$ cat config.mk
export PLATFORM = sky130hd
export DESIGN_NAME = fifo_stream_reader_flat
export DESIGN_NICKNAME = d
export VERILOG_FILES = /design/src/rtl/fifo_stream_reader_if.sv /design/src/rtl/fifo_stream_reader.sv /design/src/flat_wrapper.sv
export SDC_FILE = /design/constraint.sdc
export NUM_CORES = 1
export LEC_CHECK = 0
export CORE_MARGIN = 1.5
export CORE_UTILIZATION = 51
export CTS_BUF_LIST = sky130_fd_sc_hd__clkbuf_16
export DETAILED_ROUTE_END_ITERATION = 8
export GPL_TIMING_DRIVEN = 1
export PLACE_DENSITY = 0.85
export SYNTH_ARGS = -nofsm -noshare
export SYNTH_HDL_FRONTEND = slang
export SYNTH_SLANG_ARGS = --single-unit
$ cat constraint.sdc
create_clock -name i_clk -period 2.6 [get_ports i_clk]
set_input_delay 0.26 -clock i_clk [delete_from_list [all_inputs] [get_ports i_clk]]
set_output_delay 0.26 -clock i_clk [all_outputs]
set_load 0.02 [all_outputs]
$ cat src/rtl/fifo_stream_reader_if.sv
// Handshake bundle between a show-ahead sync FIFO, the stream reader and the
// narrow downstream consumer. The reader is the master of both sides: it pops
// the FIFO and sources the valid/ready stream.
//
// Stream handshake: a beat moves on a rising clock edge where out_valid and
// out_ready are both high. Once out_valid is raised, out_data and out_last
// hold steady until that transfer happens. The one exception is a flush, which
// withdraws the beat. out_valid never waits on out_ready.
// FIFO side: fifo_dequeue_en pops the head word on the same edge. It is only
// raised while fifo_empty is low.
interface fifo_stream_reader_if #(
    parameter int IN_WIDTH  = 64,
    parameter int OUT_WIDTH = 16
);
    logic                 fifo_empty;
    logic [IN_WIDTH-1:0]  fifo_dequeue_value;
    logic                 fifo_dequeue_en;
    logic                 out_valid;
    logic                 out_ready;
    logic [OUT_WIDTH-1:0] out_data;
    logic                 out_last;

    modport master (
        input  fifo_empty,
        input  fifo_dequeue_value,
        input  out_ready,
        output fifo_dequeue_en,
        output out_valid,
        output out_data,
        output out_last
    );

    modport slave (
        output fifo_empty,
        output fifo_dequeue_value,
        output out_ready,
        input  fifo_dequeue_en,
        input  out_valid,
        input  out_data,
        input  out_last
    );
endinterface

$ cat src/rtl/fifo_stream_reader.sv
// Drains a show-ahead sync FIFO and replays each word downstream as RATIO
// narrower beats, least-significant beat first. When the last beat of a word
// is accepted, the next word is popped in the same cycle, so back-to-back
// words stream without a bubble. IN_WIDTH must be a power-of-two multiple of
// OUT_WIDTH.
module fifo_stream_reader #(
    parameter int IN_WIDTH    = 64,
    parameter int OUT_WIDTH   = 16,
    parameter int COUNT_WIDTH = 16
) (
    input  logic                   i_clk,
    input  logic                   i_rst_n,
    input  logic                   i_flush_en,
    fifo_stream_reader_if.master   bus,
    output logic                   o_busy,
    output logic [COUNT_WIDTH-1:0] o_words_read,
    output logic                   o_dbg_state
);
    localparam int RATIO  = IN_WIDTH / OUT_WIDTH;
    localparam int BEAT_W = (RATIO > 1) ? $clog2(RATIO) : 1;
    localparam logic [BEAT_W-1:0] LAST_BEAT = BEAT_W'(RATIO - 1);

    typedef enum logic {
        ST_EMPTY = 1'b0,
        ST_HOLD  = 1'b1
    } state_t;

    state_t                 r_state;
    state_t                 w_next_state;
    logic [BEAT_W-1:0]      r_beat;
    logic [BEAT_W-1:0]      w_next_beat;
    logic [IN_WIDTH-1:0]    r_word;
    logic [COUNT_WIDTH-1:0] r_words_read;
    logic                   w_load;
    logic                   w_transfer;
    logic [OUT_WIDTH-1:0]   w_data;
    logic [OUT_WIDTH-1:0]   w_beats [RATIO];

    // Slice the held word into its beats; beat 0 is the least-significant slice.
    for (genvar g = 0; g < RATIO; g++) begin : g_split
        assign w_beats[g] = r_word[g*OUT_WIDTH +: OUT_WIDTH];
    end

    if (RATIO == 1) begin : g_single
        assign w_data = w_beats[0];
    end else begin : g_multi
        assign w_data = w_beats[r_beat];
    end

    assign w_transfer = (r_state == ST_HOLD) && bus.out_ready;

    // Next-state and pop decision. A flush beats both transfer and load.
    // A load always restarts at beat 0 in HOLD.
    always_comb begin
        w_next_state = r_state;
        w_next_beat  = r_beat;
        w_load       = 1'b0;
        if (i_flush_en) begin
            w_next_state = ST_EMPTY;
            w_next_beat  = '0;
        end else begin
            case (r_state)
                ST_EMPTY: begin
                    if (!bus.fifo_empty) begin
                        w_load = 1'b1;
                    end
                end
                ST_HOLD: begin
                    if (w_transfer) begin
                        if (r_beat != LAST_BEAT) begin
                            w_next_beat = r_beat + 1'b1;
                        end else if (!bus.fifo_empty) begin
                            w_load = 1'b1;
                        end else begin
                            w_next_state = ST_EMPTY;
                        end
                    end
                end
                default: w_next_state = ST_EMPTY;
            endcase
        end
        // While reset is held nothing may be popped, even with the FIFO
        // non-empty; the EMPTY-state load path would otherwise fire.
        if (!i_rst_n) begin
            w_load = 1'b0;
        end
        if (w_load) begin
            w_next_state = ST_HOLD;
            w_next_beat  = '0;
        end
    end

    // State, beat index, held word and pop counter registers.
    always_ff @(posedge i_clk or negedge i_rst_n) begin
        if (!i_rst_n) begin
            r_state      <= ST_EMPTY;
            r_beat       <= '0;
            r_word       <= '0;
            r_words_read <= '0;
        end else begin
            r_state <= w_next_state;
            r_beat  <= w_next_beat;
            if (w_load) begin
                r_word       <= bus.fifo_dequeue_value;
                r_words_read <= r_words_read + 1'b1;
            end
        end
    end

    assign bus.fifo_dequeue_en = w_load;
    assign bus.out_valid       = (r_state == ST_HOLD);
    assign bus.out_data        = w_data;
    assign bus.out_last        = (r_state == ST_HOLD) && (r_beat == LAST_BEAT);
    assign o_busy              = (r_state == ST_HOLD);
    assign o_words_read        = r_words_read;
    assign o_dbg_state         = r_state;

`ifndef SYNTHESIS
    a_no_pop_when_empty: assert property (@(posedge i_clk) disable iff (!i_rst_n)
        !(bus.fifo_dequeue_en && bus.fifo_empty));

    a_data_stable: assert property (@(posedge i_clk) disable iff (!i_rst_n)
        (bus.out_valid && !bus.out_ready && !i_flush_en) |=> $stable(bus.out_data));
`endif
endmodule

$ cat src/flat_wrapper.sv
// flat-port wrapper written by rule: the top's interface ports become plain ports
module fifo_stream_reader_flat 
#(
    parameter int IN_WIDTH    = 64,
    parameter int OUT_WIDTH   = 16,
    parameter int COUNT_WIDTH = 16
)
  (i_clk, i_rst_n, i_flush_en, o_busy, o_words_read, o_dbg_state, bus_fifo_empty, bus_fifo_dequeue_value, bus_out_ready, bus_fifo_dequeue_en, bus_out_valid, bus_out_data, bus_out_last);
  fifo_stream_reader_if #(.IN_WIDTH(IN_WIDTH), .OUT_WIDTH(OUT_WIDTH)) bus_i ();
  input  logic i_clk;
  input  logic i_rst_n;
  input  logic i_flush_en;
  output logic o_busy;
  output logic [COUNT_WIDTH-1:0] o_words_read;
  output logic o_dbg_state;
  input wire logic [$bits(bus_i.fifo_empty)-1:0] bus_fifo_empty;
  input wire logic [$bits(bus_i.fifo_dequeue_value)-1:0] bus_fifo_dequeue_value;
  input wire logic [$bits(bus_i.out_ready)-1:0] bus_out_ready;
  output wire logic [$bits(bus_i.fifo_dequeue_en)-1:0] bus_fifo_dequeue_en;
  output wire logic [$bits(bus_i.out_valid)-1:0] bus_out_valid;
  output wire logic [$bits(bus_i.out_data)-1:0] bus_out_data;
  output wire logic [$bits(bus_i.out_last)-1:0] bus_out_last;
  assign bus_i.fifo_empty = bus_fifo_empty;
  assign bus_i.fifo_dequeue_value = bus_fifo_dequeue_value;
  assign bus_i.out_ready = bus_out_ready;
  assign bus_fifo_dequeue_en = bus_i.fifo_dequeue_en;
  assign bus_out_valid = bus_i.out_valid;
  assign bus_out_data = bus_i.out_data;
  assign bus_out_last = bus_i.out_last;
  fifo_stream_reader #(.IN_WIDTH(IN_WIDTH), .OUT_WIDTH(OUT_WIDTH), .COUNT_WIDTH(COUNT_WIDTH)) u_core (.i_clk(i_clk), .i_rst_n(i_rst_n), .i_flush_en(i_flush_en), .bus(bus_i), .o_busy(o_busy), .o_words_read(o_words_read), .o_dbg_state(o_dbg_state));
endmodule
=== Word level (Yosys, flattened, before mapping) ===
Index checks and enable logic that the tools add are counted.

* Bits in registers: 83
* Output and inout bits: 37

* $add $sub $neg: 2
* $lt $le $gt $ge: 1
* Eq/ne operators: 2
* Mux-type cells: 19
* Bitwise operators: 2
* Reductions and logical operators: 6

{| class="wikitable"
|+ Operators with widths
! kind !! count
|-
| $bmux W16 S2 || 1
|-
| $mux W16 || 2
|-
| $add A16 B1 Y16 const B || 1
|-
| $mux W1 || 10
|-
| $mux W2 || 5
|-
| $reduce_bool A3 Y1 || 3
|-
| $ge A3 B3 Y1 const B || 1
|-
| $not A2 Y3 || 1
|-
| $reduce_and A3 Y1 || 1
|-
| $add A2 B1 Y2 const B || 1
|-
| $eq A2 B2 Y1 const B || 1
|-
| $logic_and A1 B1 Y1 || 2
|-
| $ne A2 B2 Y1 const B || 1
|-
| $pmux W1 S2 || 1
|-
| $not A1 Y1 || 1
|}

=== Depth between registers and ports, before layout ===
Gate-level depths: netlist of the first run.

* Word-level depth: 8
* Gate-level depth with buffers: 6

=== Worst setup path before layout of the first run ===
OpenSTA, ideal clock, no wires.

* Path type: reg-to-reg
* From: register u_core.r_state (netlist: u_core.bus.out_valid)
* To: register u_core.r_word[34]
* Library setup time: 125 ps
* Arrival time: 1720 ps
* Setup slack: 756 ps
* Cell stages (with the launch flop): 5
* Buffers on the path: 1
* Cell sequence: dfrtp_1 > a21boi_1 > nor3_2 > buf_2 > mux2_2

* Cells in the longest elaborated chain, start to end: 5
* Elaborated cells on any way between the ends: 6
* Classes of those cells: mux (4); bitwise (1); reduce/logical (1)

{| class="wikitable"
|+ RTL lines
! element !! line !! text
|-
| start: declaration || fifo_stream_reader.sv:28 || <nowiki>state_t r_state;</nowiki>
|-
| start signal: assignment || fifo_stream_reader.sv:101 || <nowiki>r_state <= w_next_state;</nowiki>
|-
| $logic_and A1 B1 Y1 || fifo_stream_reader.sv:50 || <nowiki>assign w_transfer = (r_state == ST_HOLD) && bus.out_ready;</nowiki>
|-
| $mux W1 || fifo_stream_reader.sv:69 || <nowiki>if (w_transfer) begin</nowiki>
|-
| $pmux W1 S2 * || fifo_stream_reader.sv:62 || <nowiki>case (r_state)</nowiki>
|-
| $mux W1 * || fifo_stream_reader.sv:58 || <nowiki>if (i_flush_en) begin</nowiki>
|-
| $mux W1 * || fifo_stream_reader.sv:84 || <nowiki>if (!i_rst_n) begin</nowiki>
|-
| net bus_fifo_dequeue_en || flat_wrapper.sv:19 || <nowiki>output wire logic [$bits(bus_i.fifo_dequeue_en)-1:0] bus_fifo_dequeue_en;</nowiki>
|-
| end signal: assignment || fifo_stream_reader.sv:104 || <nowiki>r_word <= bus.fifo_dequeue_value;</nowiki>
|-
| end: declaration || fifo_stream_reader.sv:32 || <nowiki>logic [IN_WIDTH-1:0] r_word;</nowiki>
|}

Mark *: on every way through the listed nets, which the timed path passes. The rest lies on a longest branch.
A chain may end at the register's enable or synchronous reset.

=== Final worst setup path of the first run ===
* From: register u_core.r_beat[0]
* To: output bus_fifo_dequeue_en

* Cells in the longest elaborated chain, start to end: 6

{| class="wikitable"
|+ RTL lines
! element !! line !! text
|-
| start: declaration || fifo_stream_reader.sv:30 || <nowiki>logic [BEAT_W-1:0] r_beat;</nowiki>
|-
| start signal: assignment || fifo_stream_reader.sv:102 || <nowiki>r_beat <= w_next_beat;</nowiki>
|-
| $ne A2 B2 Y1 || fifo_stream_reader.sv:70 || <nowiki>if (r_beat != LAST_BEAT) begin</nowiki>
|-
| $mux W1 || fifo_stream_reader.sv:70 ||
|-
| $mux W1 || fifo_stream_reader.sv:69 ||
|-
| $pmux W1 S2 || fifo_stream_reader.sv:62 ||
|-
| $mux W1 || fifo_stream_reader.sv:58 ||
|-
| $mux W1 || fifo_stream_reader.sv:84 ||
|-
| end: declaration || flat_wrapper.sv:19 ||
|}

Every way passes these cells.

==> results.py, run 1 <==
metrics = {
    "floorplanning": {
        "die_x_um": 87.4,
        "fp.dieH_um": 87.4,
        "initial_utilization_pct": 53.2,
        "num_rows": 30,
        "pin_count": 106,
        "design.core.area_mm2": 0.00683,
        "dieArea_mm2": 0.00763,
    },
    "timing": {
        "fin_skew_ns": 0.00950,
        "setup_viol": 0,
        "hold_viol": 0,
        "worstMarginPinSlew_ns": 1.04,
        "fmax_mhz": 410,
        "setup_tns_ns": 0,
        "worst_slew_margin_rel_pct": 30.8,
        "final.period_utilization_pct": 93.8,
        "slew_violations": 0,
        "rsz0062_at_grt": "no",
        "fin_crit_ns": 2.44,
    },
    "routing": {
        "vias_per_cell": 5.23,
        "wl_per_cell_um": 17.4,
        "wirelength_um": 7760,
        "num_vias": 2334,
        "initialDrtViolationCount": 92,
        "drtPass1Iterations": 4,
        "drc_errors": 0,
        "antenna_left": 0,
    },
    "grt": {
        "grt_max_degree": 84,
        "grtUsageMet1_pct": 27.4,
        "antenna_found_initial": 0,
        "grt-ovfl-total": 0,
        "grt_use_met2_pct": 32.7,
        "grt_pass1_wl_um": 11900,
        "grt_pass1_vias": 2381,
        "use_met3_pct": 5.40,
        "grt_busiest_layer": "met2",
        "track_usage_pct": 20.9,
    },
    "layout": {
        "final_layout_size_suffix_gt1_share_pct": 30.6,
        "layout.nets": 416,
        "fillCellCount": 469,
        "area_growth_syn_to_layout_pct": 40.6,
        "antenna_cells": 0,
    },
    "place": {
        "io_buffers": 105,
        "gp_congestion": 0.800,
        "post-dp-hpwl_um": 5220,
    },
    "yosys": {
        "netlist_instances": 235,
        "synth_warnings": 0,
        "synth_cell_types": 25,
        "ys_seq_area_share_pct": 57.2,
        "ys_top_cells_by_area": "dfrtp_1 57%, mux2_2 20%, mux4_2 9.9%, xnor2_1 2.4%, xor2_1 1.4%",
        "post-synth-top-count-cell": "dfrtp_1",
        "syn-num-nets": 306,
        "synth_edf_count": 0,
        "ys.flop_type": "dfrtp_1",
        "avgSynthCellArea_um2": 15.5,
        "yosysTopAreaCell": "dfrtp_1",
        "synth_top_area_share_pct": 57.2,
        "async_reset_ff_share_pct": 100,
        "synthTopCellsByCount": "83 x dfrtp_1, 65 x mux2_2, 16 x mux4_2, 10 x xnor2_1, 9 x buf_2",
        "syn_area_mm2": 0.00363,
        "synth.ff_latch_count": 83,
    },
    "run_status": {
        "status": "finished clean",
    },
    "power_and_ir_drop": {
        "pwr-share-clk_pct": 32.6,
        "p_total_mw": 3.90,
        "p_leak_nw": 2.07,
        "sw_frac_of_total_pct": 26.8,
        "p_switching_mw": 1.05,
        "p_seq_share_pct": 43.9,
        "internal_power_mw": 2.85,
        "power_frac_comb_pct": 23.5,
        "ir_drop_mv": 0.486,
        "powerDensity_mw_per_mm2": 763,
    },
    "clock_network": {
        "clock_sinks": 83,
        "cts.repair.resized": 0,
        "cts_setup_buffers": 0,
        "cts_tree": "yes",
        "htree_levels": 3,
        "insertion_delay_ns": 0.34,
        "cts.clk_slew.worst_paths_ns": 0.06,
        "cts_buffer_depth": 2,
        "cts.hold.buffers_added": 0,
        "numCtsBuffers": 9,
        "cts_root_buffer": "clkbuf_16",
    },
    "min_path": {
        "hold_class": "input port to async pin",
    },
    "flow_run": {
        "max_cap_violations": 0,
    },
    "setup_path": {
        "start_kind": "flop",
        "worstPathMaxFanout": 7,
        "crit_type": "flop to primary output",
        "end_kind": "primary output",
        "r2r_slack_ns": 0.47,
        "cp.required_ns": 2.34,
        "arrival_ns": 2.18,
    },
}
## critical path, cell delays in order, from the launching register on
cell	delay (ns)
dfrtp_1	0.34
buf_4	0.20
ha_1	0.23
a21boi_1	0.15
nor3_4	0.28
clkdlybuf4s50_1	0.65
## cells in the final DEF (no fill, tap or decap)
master	n
clkinvlp_4	3
nor3_4	1
nor3_1	4
nand3_1	8
mux2_2	65
nand2b_1	1
nor4_1	4
inv_6	2
buf_4	7
clkbuf_16	9
buf_12	1
clkdlybuf4s50_1	104
ha_1	2
xnor2_1	10
and3_1	3
xor2_1	6
inv_1	1
nand4_1	4
mux2i_1	1
or4_4	1
nand2_1	7
a21oi_1	1
clkinv_2	1
a21boi_1	1
bufinv_16	1
and2_1	2
nand3b_1	1
mux4_2	16
dfrtp_1	83
## cell type report
type	count	area, µm²	area share [%]
clock buffers	9	225	4.41
inverters	1	3.75	0.0735
flip-flops and latches	83	2080	40.7
well taps	96	120	2.35
repair buffers	112	1110	21.8
multi-input cells	138	1490	29.2
clock inverters	7	75.1	1.47
## final timing paths
check | endpoint | cells after the start | from
worst max register to register | u_core.o_words_read[12] | 6 | u_core.r_beat[0]
worst min-delay path | u_core.o_words_read[7] | 2 | i_rst_n
worst min register to register | u_core.o_words_read[15] | 1 | u_core.o_words_read[15]
min in group i_clk | u_core.bus.out_valid | 3 | i_rst_n
max in group asynchronous | u_core.r_word[8] | 2 | i_rst_n
worst max-delay path | bus_fifo_dequeue_en | 5 | u_core.r_beat[0]
## routing by layer
metal / share of wire [%] / vias to the layer above
met4: 2.4 / 0
met2: 48 / 79
met3: 5.7 / 15
met1: 43 / 1162
met5: 0 / -
li1: - / 1078
## sequential cells by signal (all words and copies together), names as in the netlist
name / cells
u_core.bus.out_valid: 1
u_core.o_words_read: 16
u_core.r_beat: 2
u_core.r_word: 64
## per-stage QoR
step	hold WS (ns)	util, %	setup WS [ns]	area, µm²	std cells
5_1_grt	0.312	74.7	0.0514	5100	446
3_5_place_dp	0.471	70.3	0.442	4800	430
6_report	0.202	74.7	0.161	5100	446
4_1_cts	0.255	74.7	0.144	5100	446
2_1_floorplan	-0.0356	-	0.756	3630	235
3_3_place_gp	0.467	70.3	0.527	4800	430
## cells by family (layout without fill, tap and decap cells)
family,after synthesis,in the layout,share of synthesized area (%)
flip-flops,83,83,57.2
multiplexers,82,82,30.4
AND/OR/NAND/NOR,36,36,5.58
XOR/XNOR,16,16,3.86
buffers and inverters,14,129,1.96
adder cells (fa/ha/maj),2,2,0.689
AO/OA/AOI/OAI,2,2,0.345
## power by group through the flow
stage | Clock (mW) | Sequential [mW] | Combinational (mW)
after floorplan | 0 | 1.72 | 0.483
after global placement | 0 | 1.71 | 0.885
after detailed placement | 0 | 1.73 | 0.914
after CTS | 1.29 | 1.71 | 0.925
after global routing | 1.35 | 1.74 | 0.971
final | 1.27 | 1.71 | 0.914
Power figures use the tool's default switching activity.
==> run 2: changes to the inputs <==
--- a/config.mk
+++ b/config.mk
@@ -10,7 +10,7 @@
 export CTS_BUF_LIST = sky130_fd_sc_hd__clkbuf_16
 export DETAILED_ROUTE_END_ITERATION = 8
 export GPL_TIMING_DRIVEN = 1
-export PLACE_DENSITY = 0.85
+export PLACE_DENSITY = 0.91
 export SYNTH_ARGS = -nofsm -noshare
 export SYNTH_HDL_FRONTEND = slang
 export SYNTH_SLANG_ARGS = --single-unit
==> run 2 against run 1 <==
Against the previous run:
- sequential share of layout area increased by 0.32 points
- combinational power shrank 0.5%
- clock skew fell by 0.0018 ns
- global-route usage is 0.65 points higher
- utilization shrank 0.59 points
- highest routed layer unchanged
==> results.py, run 2 (synthesis gave the netlist of run 1 again) <==
metrics = {
    "place": {
        "io_buffers": 105,
        "post-dp-hpwl_um": 5350,
        "dp_cells": 429,
        "gp_congestion": 0.827,
    },
    "grt": {
        "grt_pass1_wl_um": 12300,
        "track_usage_pct": 21.6,
        "grt-ovfl-total": 0,
        "antenna_found_initial": 0,
        "grt_pass1_vias": 2428,
        "grt_max_degree": 84,
    },
    "timing": {
        "fmax_mhz": 426,
        "worstMarginPinSlew_ns": 1.03,
        "final.period_utilization_pct": 90.3,
        "slew_violations": 0,
        "hold_viol": 0,
        "worst_slew_margin_rel_pct": 31.3,
        "setup_viol": 0,
        "rsz0062_at_grt": "no",
        "fin_skew_ns": 0.00775,
        "fin_crit_ns": 2.35,
        "setup_tns_ns": 0,
    },
    "routing": {
        "antenna_left": 0,
        "drtPass1Iterations": 4,
        "met1Wirelength_um": 3180,
        "initialDrtViolationCount": 116,
        "wl_met3_um": 378,
        "dr.max_layer_used": "met4",
        "drc_errors": 0,
        "wirelength_um": 7790,
        "wl_per_cell_um": 17.5,
        "route.met2.wl_um": 4120,
        "vias_per_cell": 5.26,
        "num_vias": 2342,
    },
    "power_and_ir_drop": {
        "p_leak_nw": 2.06,
        "ir_drop_mv": 0.448,
        "p_total_mw": 3.75,
        "powerDensity_mw_per_mm2": 741,
    },
    "floorplanning": {
        "num_rows": 30,
        "pin_count": 106,
        "dieArea_mm2": 0.00763,
        "design.core.area_mm2": 0.00683,
        "die_x_um": 87.4,
        "initial_utilization_pct": 53.2,
        "fp.dieH_um": 87.4,
    },
    "clock_network": {
        "numCtsBuffers": 9,
        "htree_levels": 3,
        "insertion_delay_ns": 0.33,
        "cts.clk_slew.worst_paths_ns": 0.06,
        "cts.hold.buffers_added": 0,
        "cts_root_buffer": "clkbuf_16",
        "cts_tree": "yes",
        "cts.repair.resized": 0,
        "cts_buffer_depth": 2,
        "cts_setup_buffers": 0,
        "clock_sinks": 83,
    },
    "flow_run": {
        "max_cap_violations": 0,
    },
    "layout": {
        "antenna_cells": 0,
        "layout.nets": 415,
        "area_growth_syn_to_layout_pct": 39.5,
        "layout_common_cells": "104 x clkdlybuf4s50_1, 83 x dfrtp_1, 65 x mux2_2, 16 x mux4_2, 10 x xnor2_1",
        "layout.cells.non_filler": 445,
        "largest_register_ffs": 64,
        "fillCellCount": 461,
        "final_layout_size_suffix_gt1_share_pct": 29.5,
        "final_common_cell": "clkdlybuf4s50_1",
        "regMostFlops": "u_core.r_word",
    },
    "setup_path": {
        "crit_type": "flop to primary output",
        "r2r_slack_ns": 0.53,
        "end_kind": "primary output",
        "arrival_ns": 2.09,
        "start_kind": "flop",
        "cp.required_ns": 2.34,
        "worstPathMaxFanout": 6,
        "r2r_start": "u_core.r_beat[0]",
        "reg2reg_depth": 6,
        "rr_endpoint": "u_core.o_words_read[13]",
    },
    "run_status": {
        "status": "finished clean",
    },
    "min_path": {
        "hold_class": "input port to async pin",
    },
}
==> run 2: cell types whose count changed in the layout (fill, tap and decap cells not counted) <==
cell / previous run / this run
buf_4: 7 / 6
bufinv_16: 1 / 0
clkinv_1: 0 / 3
clkinv_4: 0 / 2
clkinvlp_4: 3 / 0
inv_6: 2 / 1
==> run 2: where the power goes <==
group	internal, mW	total [mW]	switching, mW
registers	1.55	1.72	0.168
logic	0.553	0.909	0.356
clock network	0.641	1.13	0.485
total	2.74	3.75	1.01
==> run 2: layout make-up <==
type / count / area [µm²] / area share [%]
sequential: 83 / 2080 / 41.0
clock buffer: 9 / 225 / 4.45
tap: 96 / 120 / 2.37
clock inverter: 7 / 42.5 / 0.840
timing repair buffer: 111 / 1110 / 21.8
multi-input combinational: 138 / 1490 / 29.4
inverter: 1 / 3.75 / 0.0741
==> run 2: worst max path at each step <==
stage,from,endpoint,slack (ns),depth (start not counted)
4_1_cts,u_core.r_beat[0],bus_fifo_dequeue_en,0.22,5
2_1_floorplan,u_core.bus.out_valid,u_core.r_word[34],0.76,4
5_1_grt,u_core.r_beat[0],bus_fifo_dequeue_en,0.12,5
3_3_place_gp,bus_out_ready,u_core.o_words_read[12],0.55,5
3_5_place_dp,bus_out_ready,u_core.o_words_read[12],0.49,5
6_report,u_core.r_beat[0],bus_fifo_dequeue_en,0.25,5
==> run 2: critical path, cell delays in order, from the launching register on <==
cell and delay (ns):
dfrtp_1 0.34, buf_4 0.18, ha_1 0.22, a21boi_1 0.14
nor3_4 0.24, clkdlybuf4s50_1 0.64
==> run 2: layer usage <==
metal  global-route usage (%)  up-vias
li1                         -     1086
met1                     26.7     1178
met2                     36.6       68
met3                     5.31       10
met4                     8.08        0
met5                        0        -
==> run 2: stage by stage <==
step           hold slack [ns]  area (µm²)  setup WS [ns]  util, %
6_report                 0.204        5060          0.253     74.1
5_1_grt                  0.304        5060          0.122     74.1
4_1_cts                  0.255        5060          0.215     74.1
3_5_place_dp             0.467        4800          0.488     70.2
3_3_place_gp             0.469        4800          0.553     70.2
2_1_floorplan          -0.0356        3630          0.756        -
==> run 3: changes to the inputs <==
--- a/config.mk
+++ b/config.mk
@@ -5,7 +5,7 @@
 export SDC_FILE = /design/constraint.sdc
 export NUM_CORES = 1
 export LEC_CHECK = 0
-export CORE_MARGIN = 1.5
+export CORE_MARGIN = 2
 export CORE_UTILIZATION = 51
 export CTS_BUF_LIST = sky130_fd_sc_hd__clkbuf_16
 export DETAILED_ROUTE_END_ITERATION = 8
==> run 3 against run 2 <==
Against the previous run:
- global-route usage down 0.34 points
- hold slack got worse by 0.015 ns
- die area grew 2.3%
- clock-buffer cell count did not move
- sequential power about the same
- critical path depth unchanged
- total power increased by 5.1%
- first-iteration DRC count down 15%
- design area increased by 0.96%
- via count up 0.56%
==> results.py, run 3 (synthesis gave the netlist of run 1 again) <==
metrics = {
    "place": {
        "dp_slack_ns": 0.453,
        "post-dp-hpwl_um": 5370,
        "dp_cells": 429,
        "io_buffers": 105,
        "gp_congestion": 0.804,
    },
    "timing": {
        "timing.final.ws_setup_ns": 0.211,
        "final.period_utilization_pct": 91.9,
        "fin_crit_ns": 2.39,
        "setup_tns_ns": 0,
        "fmax_mhz": 419,
        "hold_ws_ns": 0.190,
        "worstMarginPinSlew_ns": 1.01,
        "worst_slew_margin_rel_pct": 32.5,
        "hold_viol": 0,
        "slew_violations": 0,
        "fin_skew_ns": 0.00526,
        "rsz0062_at_grt": "no",
        "setup_viol": 0,
    },
    "power_and_ir_drop": {
        "ir_drop_mv": 0.422,
        "powerDensity_mw_per_mm2": 771,
        "p_leak_nw": 2.08,
    },
    "run_status": {
        "status": "finished clean",
    },
    "grt": {
        "track_usage_pct": 21.2,
        "grt_pass1_vias": 2483,
        "grt_pass1_wl_um": 12300,
        "grt-ovfl-total": 0,
        "grt_max_degree": 84,
        "antenna_found_initial": 0,
    },
    "routing": {
        "drc_errors": 0,
        "antenna_left": 0,
        "wirelength_um": 7770,
        "met1Wirelength_um": 3220,
        "route.met2.wl_um": 3940,
        "wl_met3_um": 459,
        "initialDrtViolationCount": 99,
        "dr.max_layer_used": "met4",
        "wl_per_cell_um": 17.5,
        "num_vias": 2355,
        "drtPass1Iterations": 4,
        "vias_per_cell": 5.29,
    },
    "min_path": {
        "hold_class": "input port to async pin",
    },
    "floorplanning": {
        "fp.dieH_um": 88.4,
        "dieArea_mm2": 0.00781,
        "design.core.area_mm2": 0.00683,
        "initial_utilization_pct": 53.2,
        "pin_count": 106,
        "die_x_um": 88.4,
        "num_rows": 30,
    },
    "clock_network": {
        "cts_setup_buffers": 0,
        "cts.repair.resized": 0,
        "cts.clk_slew.worst_paths_ns": 0.06,
        "insertion_delay_ns": 0.32,
        "cts_tree": "yes",
        "htree_levels": 3,
        "cts_root_buffer": "clkbuf_16",
        "cts.hold.buffers_added": 0,
        "cts_buffer_depth": 2,
        "numCtsBuffers": 9,
        "clock_sinks": 83,
    },
    "layout": {
        "area_growth_syn_to_layout_pct": 40.8,
        "largest_register_ffs": 64,
        "layout.cells.non_filler": 445,
        "layout.nets": 415,
        "final_layout_size_suffix_gt1_share_pct": 30.1,
        "layout_common_cells": "104 x clkdlybuf4s50_1, 83 x dfrtp_1, 65 x mux2_2, 16 x mux4_2, 10 x xnor2_1",
        "fillCellCount": 458,
        "regMostFlops": "u_core.r_word",
        "final_common_cell": "clkdlybuf4s50_1",
        "utilization_pct": 74.8,
        "antenna_cells": 0,
    },
    "setup_path": {
        "start_kind": "flop",
        "arrival_ns": 2.13,
        "cp.required_ns": 2.34,
        "rr_endpoint": "u_core.o_words_read[15]",
        "end_kind": "primary output",
        "reg2reg_depth": 6,
        "crit_type": "flop to primary output",
        "r2r_slack_ns": 0.47,
        "worstPathMaxFanout": 7,
        "r2r_start": "u_core.r_beat[0]",
    },
    "flow_run": {
        "max_cap_violations": 0,
    },
}
-- run 3: area by class of cell --
| type | instances | area (µm²) | area share [%] |
|---|---|---|---|
| inverters | 1 | 3.75 | 0.0734 |
| clock inverters | 7 | 91.3 | 1.79 |
| flip-flops and latches | 83 | 2080 | 40.6 |
| clock buffers | 9 | 225 | 4.41 |
| repair buffers | 111 | 1110 | 21.6 |
| multi-input cells | 138 | 1490 | 29.1 |
| well taps | 96 | 120 | 2.35 |
-- run 3: stage by stage --
step / power (mW) / area, µm²
2_1_floorplan: 2.20 / 3630
3_3_place_gp: 2.59 / 4800
3_5_place_dp: 2.64 / 4800
4_1_cts: 3.98 / 5110
5_1_grt: 4.14 / 5110
6_report: 3.94 / 5110
-- run 3: how the worst max path moves through the flow --
stage	start	endpoint	cells after the start
floorplan	u_core.bus.out_valid	u_core.r_word[34]	4
detailed placement	u_core.r_beat[0]	u_core.o_words_read[15]	6
global route	u_core.r_beat[0]	bus_fifo_dequeue_en	5
global placement	bus_out_ready	u_core.o_words_read[12]	5
finish	u_core.r_beat[0]	bus_fifo_dequeue_en	5
CTS	u_core.r_beat[0]	bus_fifo_dequeue_en	5
-- run 3: worst max-delay path, stage by stage, from the launching register on --
cell and delay, ns:
dfrtp_1 0.34, buf_4 0.18, ha_1 0.23, a21boi_1 0.15, nor3_4 0.26, clkdlybuf4s50_1 0.64
-- run 3: metal layers --
metal  track usage [%]  vias to the layer above
li1                  -                     1084
met1              27.0                     1191
met2              34.2                       68
met3              6.06                       12
met4              9.37                        0
met5                 0                        -
-- run 3: report_power, final --
| part | total, mW | internal (mW) | switching, mW |
|---|---|---|---|
| Clock | 1.32 | 0.839 | 0.481 |
| Combinational | 0.911 | 0.553 | 0.358 |
| Sequential | 1.71 | 1.55 | 0.164 |
| Total | 3.94 | 2.94 | 1.00 |
==> edit: new RTL, flow settings as in run 3 <==
`COUNT_WIDTH` is set to 16 in 2 places; all go to 32.
--- a/src/rtl/fifo_stream_reader.sv
+++ b/src/rtl/fifo_stream_reader.sv
@@ -8,3 +8,3 @@
     parameter int OUT_WIDTH   = 16,
-    parameter int COUNT_WIDTH = 16
+    parameter int COUNT_WIDTH = 32
 ) (
--- a/src/flat_wrapper.sv
+++ b/src/flat_wrapper.sv
@@ -5,3 +5,3 @@
     parameter int OUT_WIDTH   = 16,
-    parameter int COUNT_WIDTH = 16
+    parameter int COUNT_WIDTH = 32
 )
Ports: changed (resized o_words_read); port bits go from 106 to 122. The function was not compared with the original's and may differ.
==> edit against run 3 <==
  * The flow now finishes with violations (negative hold slack)
  * Critical path depth shrank 2
  * Synthesized cell count increased by 90%
  * Critical endpoint is now bus_out_data[15]
  * Wire length is 39% higher
  * Count of clock-buffer cells in the layout stayed put
  * Global-route usage is 1.9 points higher
  * Setup slack got worse by 46 ps
  * Highest routed layer unchanged
  * Sequential power increased by 11%
  * Combinational power down 12%
  * Design area grew 19%
  * Final cell count up 52%
  * Sequential cell count rose by 16
  * Power grew 1.1%
  * Area after synthesis rose by 25%
==> edit: results <==
metrics = {
    "status": {
        "status": "finished with violations",
        "violations": "negative hold slack",
    },
    "place": {
        "hpwl_um": 7620,
        "port_buffers": 121,
        "place.gp.congestion": 0.827,
        "pre_cts_slack_ps": 217,
    },
    "layout": {
        "multi_input_cells": 323,
        "bufAreaShareNonClock": 0.208,
        "seqCellArea_mm2": 0.00248,
        "n_all_inverters": 2,
        "clkCellAreaFrac": 0.0467,
        "buffers": 129,
        "drive_above_1_share": 0.0949,
        "seq_cells": 99,
        "multi_input_area_share": 0.317,
        "nets": 635,
        "nFillCells": 643,
    },
    "detailed_routing": {
        "wl_met3_um": 718,
        "dr.first_iter.drc_count": 206,
        "drt-met1-wl_um": 4440,
        "vias": 3656,
        "routedWlPerCell_um": 15.9,
        "wl_met2_um": 5480,
    },
    "setup_path": {
        "cp_data_arrival_time_ps": 2170,
        "rrSetupSlack_ps": 640,
        "crit_family": "buffers and inverters",
        "reg2reg_to": "u_core.r_word[11]$_DFFE_PN0N_",
        "end_kind": "primary output",
        "r2r.worst_path.cells": 7,
        "cp_slowest_cell": "mux4_2",
        "critPathMaxStageDelay_ps": 590,
        "crit_end": "bus_out_data[15]",
        "path_max_fanout": 17,
        "r2r-start": "u_core.r_beat[1]$_DFFE_PN0P_",
    },
    "clock_network": {
        "clk_latency_ps": 340,
        "htree_levels": 3,
        "cts_max_path_buffers": 2,
    },
    "global_route": {
        "grt_use_met3": 0.0397,
        "grt_pass1_vias": 3803,
        "grtUsageTotal": 0.232,
        "met2_usage": 0.388,
        "grt_max_degree": 68,
        "grt_pass1_wl_um": 18000,
        "use_met1": 0.313,
    },
    "pwr": {
        "p_leak_uw": 0.00286,
        "vdd_ir_drop_max_v": 0.000381,
    },
    "timing": {
        "hold_violations": 10,
        "fin_ws_ps": 165,
        "clock_skew_ps": 7.27,
        "slew_headroom": 0.502,
        "hold_slack_ps": -10.6,
    },
    "synthesis": {
        "synthArstFlopShare": 1.00,
        "synthTopCellsByCount": "208 x nand2_1, 99 x dfrtp_1, 21 x xnor2_1",
        "syn_nets": 517,
        "ys_types": 36,
        "synth_area_leaders": "dfrtp_1 54%, nand2_1 17%, mux4_2 7.9%",
        "synth-seq-area-share": 0.545,
    },
}
edit: where the power goes:
group | switching [µW] | internal, µW | total, µW
sequential | 152 | 1750 | 1900
clock | 612 | 667 | 1280
combinational | 394 | 411 | 805
total | 1160 | 2830 | 3980
edit: cell families (layout without fill, tap and decap cells):
group / after synthesis / in the layout / share of synthesized area
and+or+nand+nor: 269 / 269 / 0.272
muxes: 17 / 17 / 0.0814
AOI/OAI and AO/OA: 3 / 3 / 0.00495
buffers and inverters: 24 / 147 / 0.0303
DFF: 99 / 99 / 0.545
adders and majority gates: 2 / 2 / 0.00550
xor gates and xnor gates: 32 / 32 / 0.0616
edit: per-stage QoR:
stage,instances,hold WS (ps),area [µm²],total power (µW)
6_report,677,-10.6,6110,3980
5_1_grt,677,25.3,6110,4160
4_1_cts,677,5.12,6110,4010
3_5_place_dp,661,363,5820,2730
3_3_place_gp,661,350,5820,2680
2_1_floorplan,446,-35.6,4550,2310
